==> config.mk <==
export PLATFORM = sky130hd
export DESIGN_NAME = udp_rx_parse
export DESIGN_NICKNAME = d
export VERILOG_FILES = /design/src/rtl/udp_rx_parse.sv
export SDC_FILE = /design/constraint.sdc
export NUM_CORES = 1
export LEC_CHECK = 0
export CORE_MARGIN = 2
export CORE_UTILIZATION = 68
export CTS_CLUSTER_DIAMETER = 200
export DETAILED_ROUTE_END_ITERATION = 10
export DONT_BUFFER_PORTS = 1
export PLACE_DENSITY = 0.91
export SYNTH_ARGS = -nofsm -noshare
export SYNTH_HDL_FRONTEND = slang
export SYNTH_SLANG_ARGS = --single-unit
==> constraint.sdc <==
create_clock -name clk -period 11.22 [get_ports clk]
set_clock_uncertainty 0.05 [all_clocks]
set_input_delay 0.561 -clock clk [delete_from_list [all_inputs] [get_ports clk]]
set_output_delay 0.561 -clock clk [all_outputs]
set_load 0.02 [all_outputs]
==> src/rtl/udp_rx_parse.sv <==
// udp_rx_parse: parses an Ethernet II / IPv4 / UDP frame stream and emits the
// payload of frames addressed to the local MAC (or broadcast), IP and port.
// Ports:
//   clk, rst_n                 clock, async active-low reset
//   din/din_vld/din_sop/din_eop/din_mod   16-bit input frame stream
//   dout/dout_vld/dout_sop/dout_eop/dout_mod   16-bit payload stream (latency 1)
//   src_ip, src_port, pld_len  metadata of the frame currently being emitted
//   drop_cnt                   saturating count of dropped frames
//   trunc_err                  one-cycle pulse when a payload is cut short
module udp_rx_parse #(
  parameter logic [47:0] LOCAL_MAC  = 48'h000A_3501_FEC0,
  parameter logic [31:0] LOCAL_IP   = 32'hC0A8_0002,
  parameter logic [15:0] LOCAL_PORT = 16'd5000
) (
  input  logic        clk,
  input  logic        rst_n,
  input  logic [15:0] din,
  input  logic        din_vld,
  input  logic        din_sop,
  input  logic        din_eop,
  input  logic        din_mod,
  output logic [15:0] dout,
  output logic        dout_vld,
  output logic        dout_sop,
  output logic        dout_eop,
  output logic        dout_mod,
  output logic [31:0] src_ip,
  output logic [15:0] src_port,
  output logic [15:0] pld_len,
  output logic [15:0] drop_cnt,
  output logic        trunc_err
);

  localparam int unsigned WIDX_W = 5;
  localparam logic [WIDX_W-1:0] HDR_LAST = WIDX_W'(20);

  typedef enum logic [1:0] {S_IDLE, S_HDR, S_PLD, S_DROP} state_t;

  state_t              state_q, state_d;
  logic [WIDX_W-1:0]   w_q, w_d, widx;
  logic                mac_loc_q, mac_loc_d, mac_loc_n;
  logic                mac_bc_q, mac_bc_d, mac_bc_n;
  logic                hdr_fail;
  logic [15:0]         rem_q, rem_d;
  logic                first_q, first_d;
  logic [31:0]         ip_sh_q, ip_sh_d;
  logic [15:0]         port_sh_q, port_sh_d;
  logic [15:0]         len_sh_q, len_sh_d;

  logic [15:0]         dout_d;
  logic                dout_vld_d, dout_sop_d, dout_eop_d, dout_mod_d, trunc_d;
  logic [31:0]         src_ip_d;
  logic [15:0]         src_port_d, pld_len_d, drop_cnt_d;
  logic [1:0]          drop_inc;
  logic [16:0]         drop_sum;

  logic hdr_go, hdr_end, abandon_hdr, pld_word, pld_last;

  // A sop word always restarts header parsing at word 0, whatever the state.
  assign widx        = din_sop ? '0 : w_q;
  assign hdr_go      = din_vld && (din_sop || (state_q == S_HDR));
  assign hdr_end     = hdr_go && (hdr_fail || din_eop);
  assign abandon_hdr = din_vld && din_sop && (state_q == S_HDR);
  assign pld_word    = din_vld && !din_sop && (state_q == S_PLD);
  assign pld_last    = rem_q <= 16'd2;

  // Header field checks; MAC match is tracked separately for local/broadcast
  // so a mix of the two across words is rejected.
  always_comb begin
    hdr_fail  = 1'b0;
    mac_loc_n = mac_loc_q;
    mac_bc_n  = mac_bc_q;
    case (widx)
      5'd0: begin
        mac_loc_n = (din == LOCAL_MAC[47:32]);
        mac_bc_n  = (din == 16'hFFFF);
        hdr_fail  = !(mac_loc_n || mac_bc_n);
      end
      5'd1: begin
        mac_loc_n = mac_loc_q && (din == LOCAL_MAC[31:16]);
        mac_bc_n  = mac_bc_q && (din == 16'hFFFF);
        hdr_fail  = !(mac_loc_n || mac_bc_n);
      end
      5'd2: begin
        mac_loc_n = mac_loc_q && (din == LOCAL_MAC[15:0]);
        mac_bc_n  = mac_bc_q && (din == 16'hFFFF);
        hdr_fail  = !(mac_loc_n || mac_bc_n);
      end
      5'd6:  hdr_fail = (din != 16'h0800);
      5'd7:  hdr_fail = (din[15:8] != 8'h45);
      5'd11: hdr_fail = (din[7:0] != 8'h11);
      5'd15: hdr_fail = (din != LOCAL_IP[31:16]);
      5'd16: hdr_fail = (din != LOCAL_IP[15:0]);
      5'd18: hdr_fail = (din != LOCAL_PORT);
      5'd19: hdr_fail = (din <= 16'd8);
      default: ;
    endcase
  end

  // State register.
  always_ff @(posedge clk or negedge rst_n) begin
    if (!rst_n) state_q <= S_IDLE;
    else        state_q <= state_d;
  end

  // Next-state logic.
  always_comb begin
    state_d = state_q;
    if (hdr_go) begin
      if (hdr_fail)                state_d = din_eop ? S_IDLE : S_DROP;
      else if (din_eop)            state_d = S_IDLE;
      else if (widx == HDR_LAST)   state_d = S_PLD;
      else                         state_d = S_HDR;
    end else if (pld_word) begin
      if (pld_last)                state_d = din_eop ? S_IDLE : S_DROP;
      else if (din_eop)            state_d = S_IDLE;
    end else if (din_vld && din_eop && (state_q == S_DROP)) begin
      state_d = S_IDLE;
    end
  end

  // Output and datapath next values.
  always_comb begin
    w_d        = w_q;
    mac_loc_d  = mac_loc_q;
    mac_bc_d   = mac_bc_q;
    rem_d      = rem_q;
    first_d    = first_q;
    ip_sh_d    = ip_sh_q;
    port_sh_d  = port_sh_q;
    len_sh_d   = len_sh_q;
    dout_d     = dout;
    dout_vld_d = 1'b0;
    dout_sop_d = 1'b0;
    dout_eop_d = 1'b0;
    dout_mod_d = 1'b0;
    trunc_d    = 1'b0;
    src_ip_d   = src_ip;
    src_port_d = src_port;
    pld_len_d  = pld_len;

    if (hdr_go) begin
      w_d       = widx + WIDX_W'(1);
      mac_loc_d = mac_loc_n;
      mac_bc_d  = mac_bc_n;
      first_d   = 1'b0;
      case (widx)
        5'd13: ip_sh_d[31:16] = din;
        5'd14: ip_sh_d[15:0]  = din;
        5'd17: port_sh_d      = din;
        5'd19: begin
          rem_d    = din - 16'd8;
          len_sh_d = din - 16'd8;
        end
        5'd20: first_d = 1'b1;
        default: ;
      endcase
    end

    // New sop while forwarding: the cut frame gets no eop, only the pulse.
    if (din_vld && din_sop && (state_q == S_PLD)) trunc_d = 1'b1;

    if (pld_word) begin
      dout_d     = din;
      dout_vld_d = 1'b1;
      dout_sop_d = first_q;
      first_d    = 1'b0;
      if (first_q) begin
        src_ip_d   = ip_sh_q;
        src_port_d = port_sh_q;
        pld_len_d  = len_sh_q;
      end
      if (pld_last) begin
        dout_eop_d = 1'b1;
        dout_mod_d = (rem_q == 16'd1);
      end else if (din_eop) begin
        dout_eop_d = 1'b1;
        dout_mod_d = din_mod;
        trunc_d    = 1'b1;
      end else begin
        rem_d = rem_q - 16'd2;
      end
    end

    // An abandoned header and a failing new word 0 can both land in one cycle.
    drop_inc   = {1'b0, hdr_end} + {1'b0, abandon_hdr};
    drop_sum   = {1'b0, drop_cnt} + 17'(drop_inc);
    drop_cnt_d = drop_sum[16] ? 16'hFFFF : drop_sum[15:0];
  end

  // Registered datapath and outputs.
  always_ff @(posedge clk or negedge rst_n) begin
    if (!rst_n) begin
      w_q       <= '0;
      mac_loc_q <= 1'b0;
      mac_bc_q  <= 1'b0;
      rem_q     <= '0;
      first_q   <= 1'b0;
      ip_sh_q   <= '0;
      port_sh_q <= '0;
      len_sh_q  <= '0;
      dout      <= '0;
      dout_vld  <= 1'b0;
      dout_sop  <= 1'b0;
      dout_eop  <= 1'b0;
      dout_mod  <= 1'b0;
      src_ip    <= '0;
      src_port  <= '0;
      pld_len   <= '0;
      drop_cnt  <= '0;
      trunc_err <= 1'b0;
    end else begin
      w_q       <= w_d;
      mac_loc_q <= mac_loc_d;
      mac_bc_q  <= mac_bc_d;
      rem_q     <= rem_d;
      first_q   <= first_d;
      ip_sh_q   <= ip_sh_d;
      port_sh_q <= port_sh_d;
      len_sh_q  <= len_sh_d;
      dout      <= dout_d;
      dout_vld  <= dout_vld_d;
      dout_sop  <= dout_sop_d;
      dout_eop  <= dout_eop_d;
      dout_mod  <= dout_mod_d;
      src_ip    <= src_ip_d;
      src_port  <= src_port_d;
      pld_len   <= pld_len_d;
      drop_cnt  <= drop_cnt_d;
      trunc_err <= trunc_d;
    end
  end

endmodule

# Yosys cells after proc, flatten, opt, wreduce, memory -nomap -nowiden
# Cells that the tools add are included.
[word_totals]
register_bits = 191
in_bits = 22
out_inout_bits = 101
word_cells = 124
[classes]
add_sub_neg = 5
magnitude_cmp = 2
n_eq_ne = 28
n_mux = 34
n_reduce_logical = 35
[op_table]
columns = ["op", "count"]
rows = [
  ["$mux W16", 6],
  ["$eq A16 B16 Y1 const B", 2],
  ["$eq A5 B5 Y1 const B", 5],
  ["$eq A5 B4 Y1 const B", 4],
  ["$mux W2", 9],
  ["$add A16 B2 Y17", 1],
  ["$eq A16 B1 Y1 const B", 1],
  ["$eq A16 B14 Y1 const B", 1],
  ["$eq A16 B4 Y1 const B", 1],
  ["$le A16 B2 Y1 const B", 1],
  ["$le A16 B4 Y1 const B", 1],
  ["$ne A16 B12 Y1 const B", 1],
  ["$ne A16 B13 Y1 const B", 1],
  ["$ne A16 B16 Y1 const B", 1],
  ["$ne A16 B2 Y1 const B", 1],
  ["$reduce_and A2 Y1", 8],
  ["$sub A16 B2 Y16 const B", 1],
  ["$sub A16 B4 Y16 const B", 1],
  ["$mux W1", 15],
  ["$logic_and A1 B1 Y1", 12],
  ["$eq A5 B3 Y1 const B", 2],
  ["$pmux W1 S10", 1],
  ["$ne A8 B5 Y1 const B", 1],
  ["$ne A8 B7 Y1 const B", 1],
  ["16 further kinds", 26],
]

# Depth between registers and ports, before layout
# Gate-level depths: netlist of the first run.
[depth]
depth_word = 10
mapped_depth = 17
mapped_depth_nobuf = 16

# Least setup slack after synthesis of the first run
# No wires, ideal clock.
[synth_path]
path_kind = "in2reg"
start = "input port din_sop"
end = "register drop_cnt[10]"
setup_ns = 0.142
arrival_ns = 3.979
t_required_ns = 11.028
setup_slack_ns = 7.049
stages = 16
path_buffers = 3
cell_sequence = "buf_2 -> clkbuf_1 -> nand2b_1 -> ha_1 -> or4_1 -> a211oi_1 -> o21ai_0 -> o32ai_1 -> a41oi_1 -> fa_1 -> ha_1 -> nand3_1 -> nor3_1 -> nand4_1 -> clkbuf_1 -> o21ai_0"
[synth_between]
elab_chain_cells = 8
word_cells_on_any_way = 21
cone_classes = "add/sub (2); eq/ne (9); mux (3); reduce/logical (7)"
[synth_lines]
columns = ["item", "line_no", "source"]
rows = [
  ["start, declared", "19", "input logic din_sop,"],
  ["$mux W5", "60", "assign widx = din_sop ? '0 : w_q;"],
  ["$eq A5 B5 Y1 (tied with other cells)", "73", "case (widx)"],
  ["$pmux W1 S10", "73", ""],
  ["$logic_or A1 B1 Y1", "62", "assign hdr_end = hdr_go && (hdr_fail || din_eop);"],
  ["$logic_and A1 B1 Y1", "62", ""],
  ["$add A1 B1 Y2 (*)", "186", "drop_inc = {1'b0, hdr_end} + {1'b0, abandon_hdr};"],
  ["$add A16 B2 Y17 (*)", "187", "drop_sum = {1'b0, drop_cnt} + 17'(drop_inc);"],
  ["$mux W16 (*)", "188", "drop_cnt_d = drop_sum[16] ? 16'hFFFF : drop_sum[15:0];"],
  ["net drop_cnt_d[10]", "53", "logic [15:0] src_port_d, pld_len_d, drop_cnt_d;"],
  ["end signal, assigned", "229", "drop_cnt <= drop_cnt_d;"],
  ["end, declared", "30", "output logic [15:0] drop_cnt,"],
]
# The timed path passes the listed nets; every way through them passes the cells marked *.
# A chain may end at the register's enable or synchronous reset.

# Final worst setup path of the first run
[layout_path]
start = "register w_q[0]"
end = "register drop_cnt[5]"
[layout_between]
elab_chain_cells = 8
word_cells_on_any_way = 17
cone_classes = "add/sub (2); eq/ne (9); mux (3); reduce/logical (3)"
[layout_lines]
columns = ["item", "line_no", "source"]
rows = [
  ["start, declared", "40", "logic [WIDX_W-1:0] w_q, w_d, widx;"],
  ["start signal, assigned", "213", "w_q <= w_d;"],
  ["$mux W5 (*)", "60", ""],
  ["$eq A5 B5 Y1 (tied with other cells)", "73", ""],
  ["$pmux W1 S10 (*)", "73", ""],
  ["$logic_or A1 B1 Y1 (*)", "62", ""],
  ["$logic_and A1 B1 Y1 (*)", "62", ""],
  ["$add A1 B1 Y2 (*)", "186", ""],
  ["$add A16 B2 Y17 (*)", "187", ""],
  ["$mux W16 (*)", "188", ""],
  ["net drop_cnt_d[5]", "53", ""],
]
# Marked as above.

==> results of run 1 <==
==> stage by stage <==
| stage | power, mW | worst slack, ns | cell area [µm²] | cells | utilization [%] |
|---|---|---|---|---|---|
| global route | 1.854 | 6.421 | 9138 | 911 | 75.44 |
| floorplan | 1.113 | 7.049 | 8506 | 753 | - |
| finish | 1.772 | 6.780 | 9138 | 911 | 75.44 |
| CTS | 1.775 | 6.797 | 9138 | 911 | 75.44 |
| detailed placement | 1.175 | 6.802 | 8534 | 879 | 70.46 |
| global placement | 1.147 | 7.048 | 8534 | 879 | 70.46 |
==> cells in the mapped netlist (all sizes together), types with 2 or more instances <==
cell type | n | area (µm²)
a311oi | 8 | 70.07
mux2 | 108 | 1216
o21a | 2 | 15.01
nand3b | 2 | 15.01
clkbuf | 25 | 93.84
nand2 | 103 | 396.6
or2 | 3 | 18.77
nor4 | 8 | 80.08
a211oi | 2 | 15.01
nand3 | 16 | 85.08
xor2 | 11 | 96.34
mux2i | 4 | 40.04
or3 | 5 | 31.28
buf | 22 | 127.6
xnor2 | 7 | 61.31
nand2b | 11 | 68.82
o211ai | 2 | 15.01
nand4b | 4 | 35.03
a211o | 2 | 17.52
a221oi | 3 | 38.79
a31oi | 7 | 43.79
a21oi | 29 | 145.1
nand4 | 10 | 62.56
a41oi | 3 | 26.28
dfrtp | 191 | 4780
nor2b | 7 | 43.79
nor3b | 4 | 30.03
or4 | 6 | 52.55
and3 | 10 | 62.56
inv | 13 | 48.80
o31ai | 2 | 15.01
ha | 4 | 50.05
o32ai | 2 | 17.52
nor2 | 55 | 206.5
o21ai | 30 | 150.1
nor3 | 19 | 100.1
==> cell type report <==
class,instances,area [µm²]
well taps,168,210.2
clock inverters,14,150.1
inverters,13,48.80
flip-flops and latches,191,4780
fillers,774,2974
clock buffers,17,425.4
multi-input cells,502,3458
repair buffers,6,65.06
==> worst max-delay path: stages (launching register included) <==
cell      delay [ns]
dfrtp_1         0.50
nor2b_1         0.23
nand2_1         0.07
nor2_1          0.05
ha_1            0.22
or4_1           0.40
a211oi_1        0.25
o21ai_0         0.11
o32ai_1         0.56
a41oi_1         0.26
fa_1            0.49
ha_1            0.25
nand3_1         0.18
nor3_1          0.12
nand4_1         0.37
o21ai_0         0.18
==> timing repair <==
item | 4_1_cts | 5_1_grt
hold endpoints to repair | 191 | 0
hold buffers | 1 | 0
resized for setup | 0 | 0
==> worst paths after layout <==
path,endpoint,startpoint,depth (start not counted)
hold reg to reg,len_sh_q[2],len_sh_q[2],2
setup reg to reg,drop_cnt[5],w_q[0],15
hold / removal,ip_sh_q[29],rst_n,1
setup / recovery,drop_cnt[5],w_q[0],15
max in group asynchronous,rem_q[11],rst_n,1
min in group clk,dout[9],din[9],2
==> power breakdown <==
part	total (mW)	internal [mW]	switching [mW]
clock	0.586	0.313	0.273
sequential	0.962	0.799	0.164
combinational	0.223	0.103	0.120
==> registers in the layout (all words and copies together) (netlist names), 2 cells and up <==
signal / cells
pld_len: 16
w_q: 5
len_sh_q: 16
dout: 16
rem_q: 16
src_port: 16
state_q: 2
port_sh_q: 16
ip_sh_q: 32
drop_cnt: 16
src_ip: 32
==> per-layer routing <==
metal  vias to the layer above  routed length [µm]  track usage [%]
li1                       2591                   -                -
met4                         0                 648            15.00
met1                      2978                7290            37.65
met2                       305                9669            49.20
met5                         -                   0                0
met3                        70                1655            8.421
==> cells by family (layout without fill, tap and decap cells) <==
logic type | after synthesis | after routing | synth area share, %
simple gates | 268 | 268 | 15.70
compound gates | 99 | 99 | 7.487
xor+xnor | 18 | 18 | 1.853
fa+ha+maj | 5 | 5 | 0.8238
flops | 191 | 191 | 56.19
mux | 112 | 112 | 14.77
buf+inv | 60 | 50 | 3.177
==> results.md, run 1 <==
* Fin crit share at between 30% and 40%
* Gr usage total at 30.27%
* Final net count at 758
* Cells after Synth at between 700 and 800
* Number of synthesized register bits at approximately 190
* CP Data Required Time at between 10 and 15 ns
* Most frequent cells in the layout: 191 x dfrtp_1, 108 x mux2_2, 100 x nand2_1
* Die ar. at approximately 13,000 µm²
* Post-synthesis sequential area ratio at a little under three fifths
* Input/output buffers at 0
* Primary FF master, synth: dfrtp_1
* RePlAce Congestion at between 0.8 and 0.9
* Slew Limit Fails at 0
* Gr ovfl total at 0
* Die Span X at between 100 and 150 µm
* EDFF count, synth at 0
* Tightest Pin Transition at around 0.9 ns
* P_leak at 4.385 nW
* Maxcap violations at 0
* Synthesized Nets at 780
* Drt total wl at between 15,000 and 20,000 µm
* Commonest non-fill, non-tap cell in the layout: dfrtp_1
* Syn_area_per_cell at 11.30 µm²
* DR pass1 iterations at 5
* TritonCTS clock tree: done
* Hold Crit Class: in2async
* Setup TNS at 0 ns
* Hold Violations, Final at 0
* Clock-pin slew on the worst setup and hold paths at 0.07 ns
* CP Launch Type: flop
* Die Y at between 100 and 150 µm
* Row Count at 40
* Finish-stage setup viols at 0
* Clk sinks at ~190
* Share of layout cells above drive strength 1 at a little over a fifth
* Initial core utilization at 70.23%
* Crit path DAT at approximately 4.7 ns
* CP max FO at 13
* Io pins at about 120
* Root Driver: clkbuf_16
* Status: complete, no violations
* First-pass GRT wire length at approximately 31,000 µm
* Unique masters post-synth at 60
* R2R Setup Slk at ~6.8 ns
* Largest net degree at the start of global routing at about 190
* DRC violations left at 0
* P per Cell Area at 193.9 nW/µm²
* Vias per cell at approximately 6.5
* Wire per inst at roughly 21 µm
* DP HPWL at roughly 13,000 µm
* TritonCTS buffer count at 17
* Slew HR at approximately two fifths
* DR iter-0 viols at about 600
* Max clock buf depth at 2
* Ant. Diodes at 0
* RSZ-0062 raised after global routing: no
* DR vias at 5,944
* Synth-to-layout area growth at 7.429%
* Hold_ws at about 0.13 ns
* Synthesis Warnings at 0
* Kind of critical path: reg2reg
* Synthesized area at roughly 8500 µm²
* CORE AREA at roughly 12,000 µm²
* Post-CTS Repair Setup Buffers at 0
* Async S/R FF share, synth at 100.0%
* ANT nets after route at 0
* Initial antenna violation count at 0
* Vias in the first global route at about 6,000
* Final worst path period need at 4.440 ns
* Worst-skew pair later-pin latency at about 0.43 ns
* Fmax at about 0.23 GHz
* CP Capture Type: flop
* H-tree levels at 4
* Worst IR Drop VDD at about 0.11 mV
Note: power is estimated with default switching activity, not from simulation.
==> inputs of run 2 (changes only) <==
Settings changed: CORE_UTILIZATION 68 to 57, PLACE_DENSITY 0.91 to 0.82.
Clock period 11.22 ns to 4 ns, I/O delays scaled along.
==> run 2 against run 1 <==
Effect of this change:
- worst setup slack got worse by 6.6 ns
- via count fell by 0.20%
- worst hold slack got worse by 0.73 ns
- power rose to 2.9 times the previous value
- sequential power rose to 2.8 times the previous value
- critical path depth rose by 2
- design area rose by 4.1%
- largest power group unchanged
- maximum frequency rose by 18%
- die area rose by 19%
- the flow now finishes with violations (negative hold slack)
- critical endpoint is now drop_cnt[10]
- critical path type unchanged
- clock power rose to 2.9 times the previous value
==> results.md, run 2 (synthesis gave the netlist of run 1 again) <==
* Cell area after layout at 9517 µm² (was 9138 µm²)
* Tightest Pin Transition at 0.8287 ns (was 0.9024 ns)
* Die Y at 126.2 µm (was 115.8 µm)
* Largest net degree at the start of global routing at 192 (unchanged)
* DR pass1 iterations at 5 (unchanged)
* Row Count at 44 (was 40)
* Clock-pin slew on the worst setup and hold paths at 0.07 ns (about the same)
* Input/output buffers at 0 (unchanged)
* DRC violations left at 0 (unchanged)
* Slew Limit Fails at 0 (unchanged)
* Root Driver: clkbuf_16 (unchanged)
* CP bufs+invs at 2 (was 0)
* Psw at 1.593 mW (was 0.5563 mW)
* Placed cell area at 8637 µm² (was 8534 µm²)
* Net Sw Frac at 31.43% (was 31.40%)
* P_int at 3.475 mW (was 1.215 mW)
* CP max FO at 8 (was 13)
* Die Span X at 126.2 µm (was 115.8 µm)
* TritonCTS buffer count at 17 (unchanged)
* Worst IR Drop VDD at 0.2851 mV (was 0.1143 mV)
* Hold Crit Class: in2async (unchanged)
* R2R Setup Slk at 0.22 ns (was 6.78 ns)
* Comb power frac at 13.8% (was 12.6%)
* P per Cell Area at 532.5 nW/µm² (was 193.9 nW/µm²)
* Crit-path slowest cell: fa_2 (was o32ai_1)
* Drt total wl at 20,560 µm (was 19,260 µm)
* DR vias at 5,932 (was 5,944)
* Initial core utilization at 58.52% (was 70.23%)
* Initial antenna violation count at 0 (unchanged)
* RePlAce Congestion at 0.9187 (was 0.8894)
* CP cell instances: nor2b_1, nand2_1, nor2_1, ha_1, or4_1, a211oi_1, o21ai_0, o32ai_2, buf_4, a41oi_2, fa_2, ha_1, nand3_2, nor3_4, nand4_1, buf_4, o21ai_0 (was nor2b_1, nand2_1, nor2_1, ha_1, or4_1, a211oi_1, o21ai_0, o32ai_1, a41oi_1, fa_1, ha_1, nand3_1, nor3_1, nand4_1, o21ai_0)
* CP Launch Type: flop (unchanged)
* Placed cells at 906 (was 879)
* Kind of critical path: reg2reg (unchanged)
* ANT nets after route at 0 (unchanged)
* First-pass GRT wire length at 32,750 µm (was 30,790 µm)
* CORE AREA at 14,530 µm² (was 12,110 µm²)
* H-tree levels at 4 (unchanged)
* CP max stage delay at 0.42 ns (was 0.56 ns)
* Pwr Total at 5.068 mW (was 1.772 mW)
* Fmax at 0.2648 GHz (was 0.2252 GHz)
* Fin cells at 962 (was 911)
* Vias in the first global route at 5,975 (was 5,980)
* Status: finished with violations (was complete, no violations)
* Ant. Diodes at 0 (unchanged)
* Wire per inst at 21.37 µm (was 21.15 µm)
* Final setup margin at 0.2237 ns (was 6.780 ns)
* Failing checks: negative hold slack
* Reg-to-Reg Start: w_q[0] (unchanged)
* DR iter-0 viols at 421 (was 602)
* Share of layout cells above drive strength 1 at 23.39% (was 21.80%)
* P_leak at 4.557 nW (was 4.385 nW)
* Cts hold-fix bufs at 22 (was 1)
* Worst-skew pair later-pin latency at 0.44 ns (was 0.43 ns)
* Setup WS pre-CTS at -0.1726 ns (was 6.802 ns)
* Crit path max-delay family: simple AND/OR/NAND/NOR gates (unchanged)
* CP Data Required Time at 4.27 ns (was 11.45 ns)
* Vias per cell at 6.166 (was 6.525)
* Gr ovfl total at 0 (unchanged)
* Fin crit share at 94.41% (was 39.57%)
* DP HPWL at 13,120 µm (was 12,580 µm)
* Gr usage total at 26.87% (was 30.27%)
* Maxcap violations at 0 (unchanged)
* Hold Violations, Final at 191 (was 0)
* Finish-stage setup viols at 0 (unchanged)
* Die ar. at 15,920 µm² (was 13,420 µm²)
* Io pins at 123 (unchanged)
* Commonest non-fill, non-tap cell in the layout: dfrtp_1 (unchanged)
* Max clock buf depth at 2 (unchanged)
* Slew HR at 44.76% (was 39.84%)
* CP Capture Type: flop (unchanged)
* R2r worst-path depth at 17 (was 15)
* R2r endpoint: drop_cnt[10] (was drop_cnt[5])
* Hold_ws at -0.6029 ns (was 0.1317 ns)
* RSZ-0062 raised after global routing: no (unchanged)
* Flop pwr share at 52.5% (was 54.3%)
* TritonCTS clock tree: done (unchanged)
* Final worst path period need at 3.776 ns (was 4.440 ns)
* Top Registers: ip_sh_q: 32 flops, src_ip: 32 flops (unchanged)
* Crit path DAT at 4.04 ns (was 4.67 ns)
* Synth-to-layout area growth at 11.89% (was 7.429%)
* Most frequent cells in the layout: 190 x dfrtp_1, 108 x mux2_2, 100 x nand2_1 (was 191 x dfrtp_1, 108 x mux2_2, 100 x nand2_1)
* Clock power frac at 33.7% (was 33.1%)
* Clk sinks at 191 (unchanged)
* Final net count at 792 (was 758)
* Final core utilization at 65.48% (was 75.44%)
run 2: cell types whose count changed in the layout (fill, tap and decap cells not counted), moves of 2 or more:
| cell | previous run | this run |
|---|---|---|
| clkinv_4 | 4 | 2 |
| inv_8 | 5 | 3 |
| buf_4 | 5 | 18 |
| inv_6 | 1 | 4 |
| clkinv_8 | 0 | 3 |
| dlygate4sd3_1 | 0 | 22 |
run 2: worst reg2reg max path: cells and delay by family (launching register included):
family | cells | cell delay, ns
adder cells (fa/ha/maj) | 3 | 0.91
AND/OR/NAND/NOR | 7 | 1.01
flip-flops | 1 | 0.41
AO/OA/AOI/OAI | 5 | 0.93
buffers and inverters | 2 | 0.35
run 2: worst max-delay path by stage:
stage / startpoint / to / slack [ns] / cells past startpoint
floorplan: w_q[0] / drop_cnt[10] / 0.10 / 17
global placement: w_q[3] / drop_cnt[10] / -0.04 / 13
detailed placement: w_q[3] / drop_cnt[5] / -0.17 / 15
CTS: w_q[3] / drop_cnt[10] / 0.02 / 16
global route: w_q[0] / drop_cnt[10] / 0.005 / 17
finish: w_q[0] / drop_cnt[10] / 0.22 / 17
run 2: metrics by stage:
step,TNS [ns],hold WS [ns]
6_report,0,-0.6029
4_1_cts,0,-0.6228
5_1_grt,0,-0.6293
3_3_place_gp,-0.1792,-0.1414
3_5_place_dp,-1.490,-0.1416
2_1_floorplan,0,-0.1456
run 2: final cells by class:
| class | count | area [µm²] |
|---|---|---|
| timing repair buffer | 40 | 355.3 |
| clock buffer | 18 | 429.2 |
| sequential | 191 | 4781 |
| inverter | 13 | 48.80 |
| clock inverter | 14 | 172.7 |
| multi-input combinational | 502 | 3500 |
| tap | 184 | 230.2 |
| fill | 1114 | 5017 |
run 2: power groups by stage:
stage	registers, mW	logic, mW	clock network, mW
after global routing	2.70	0.783	1.81
after CTS	2.65	0.691	1.73
after detailed placement	2.68	0.651	0
after floorplan	2.59	0.536	0
final	2.66	0.699	1.71
after global placement	2.66	0.614	0
run 2: metal layers:
metal | share of wire, % | GRT usage [%] | vias to the layer above
li1 | - | - | 2673
met1 | 41 | 34.80 | 3027
met2 | 49 | 42.92 | 188
met3 | 7.0 | 8.454 | 44
met4 | 2.8 | 9.890 | 0
met5 | 0 | 0 | -
run 2: what timing repair did:
item	4_1_cts	5_1_grt
setup buffers	2	0
endpoints found under the hold margin	270	191
setup endpoints to repair	13	16
gates resized for setup	0	9
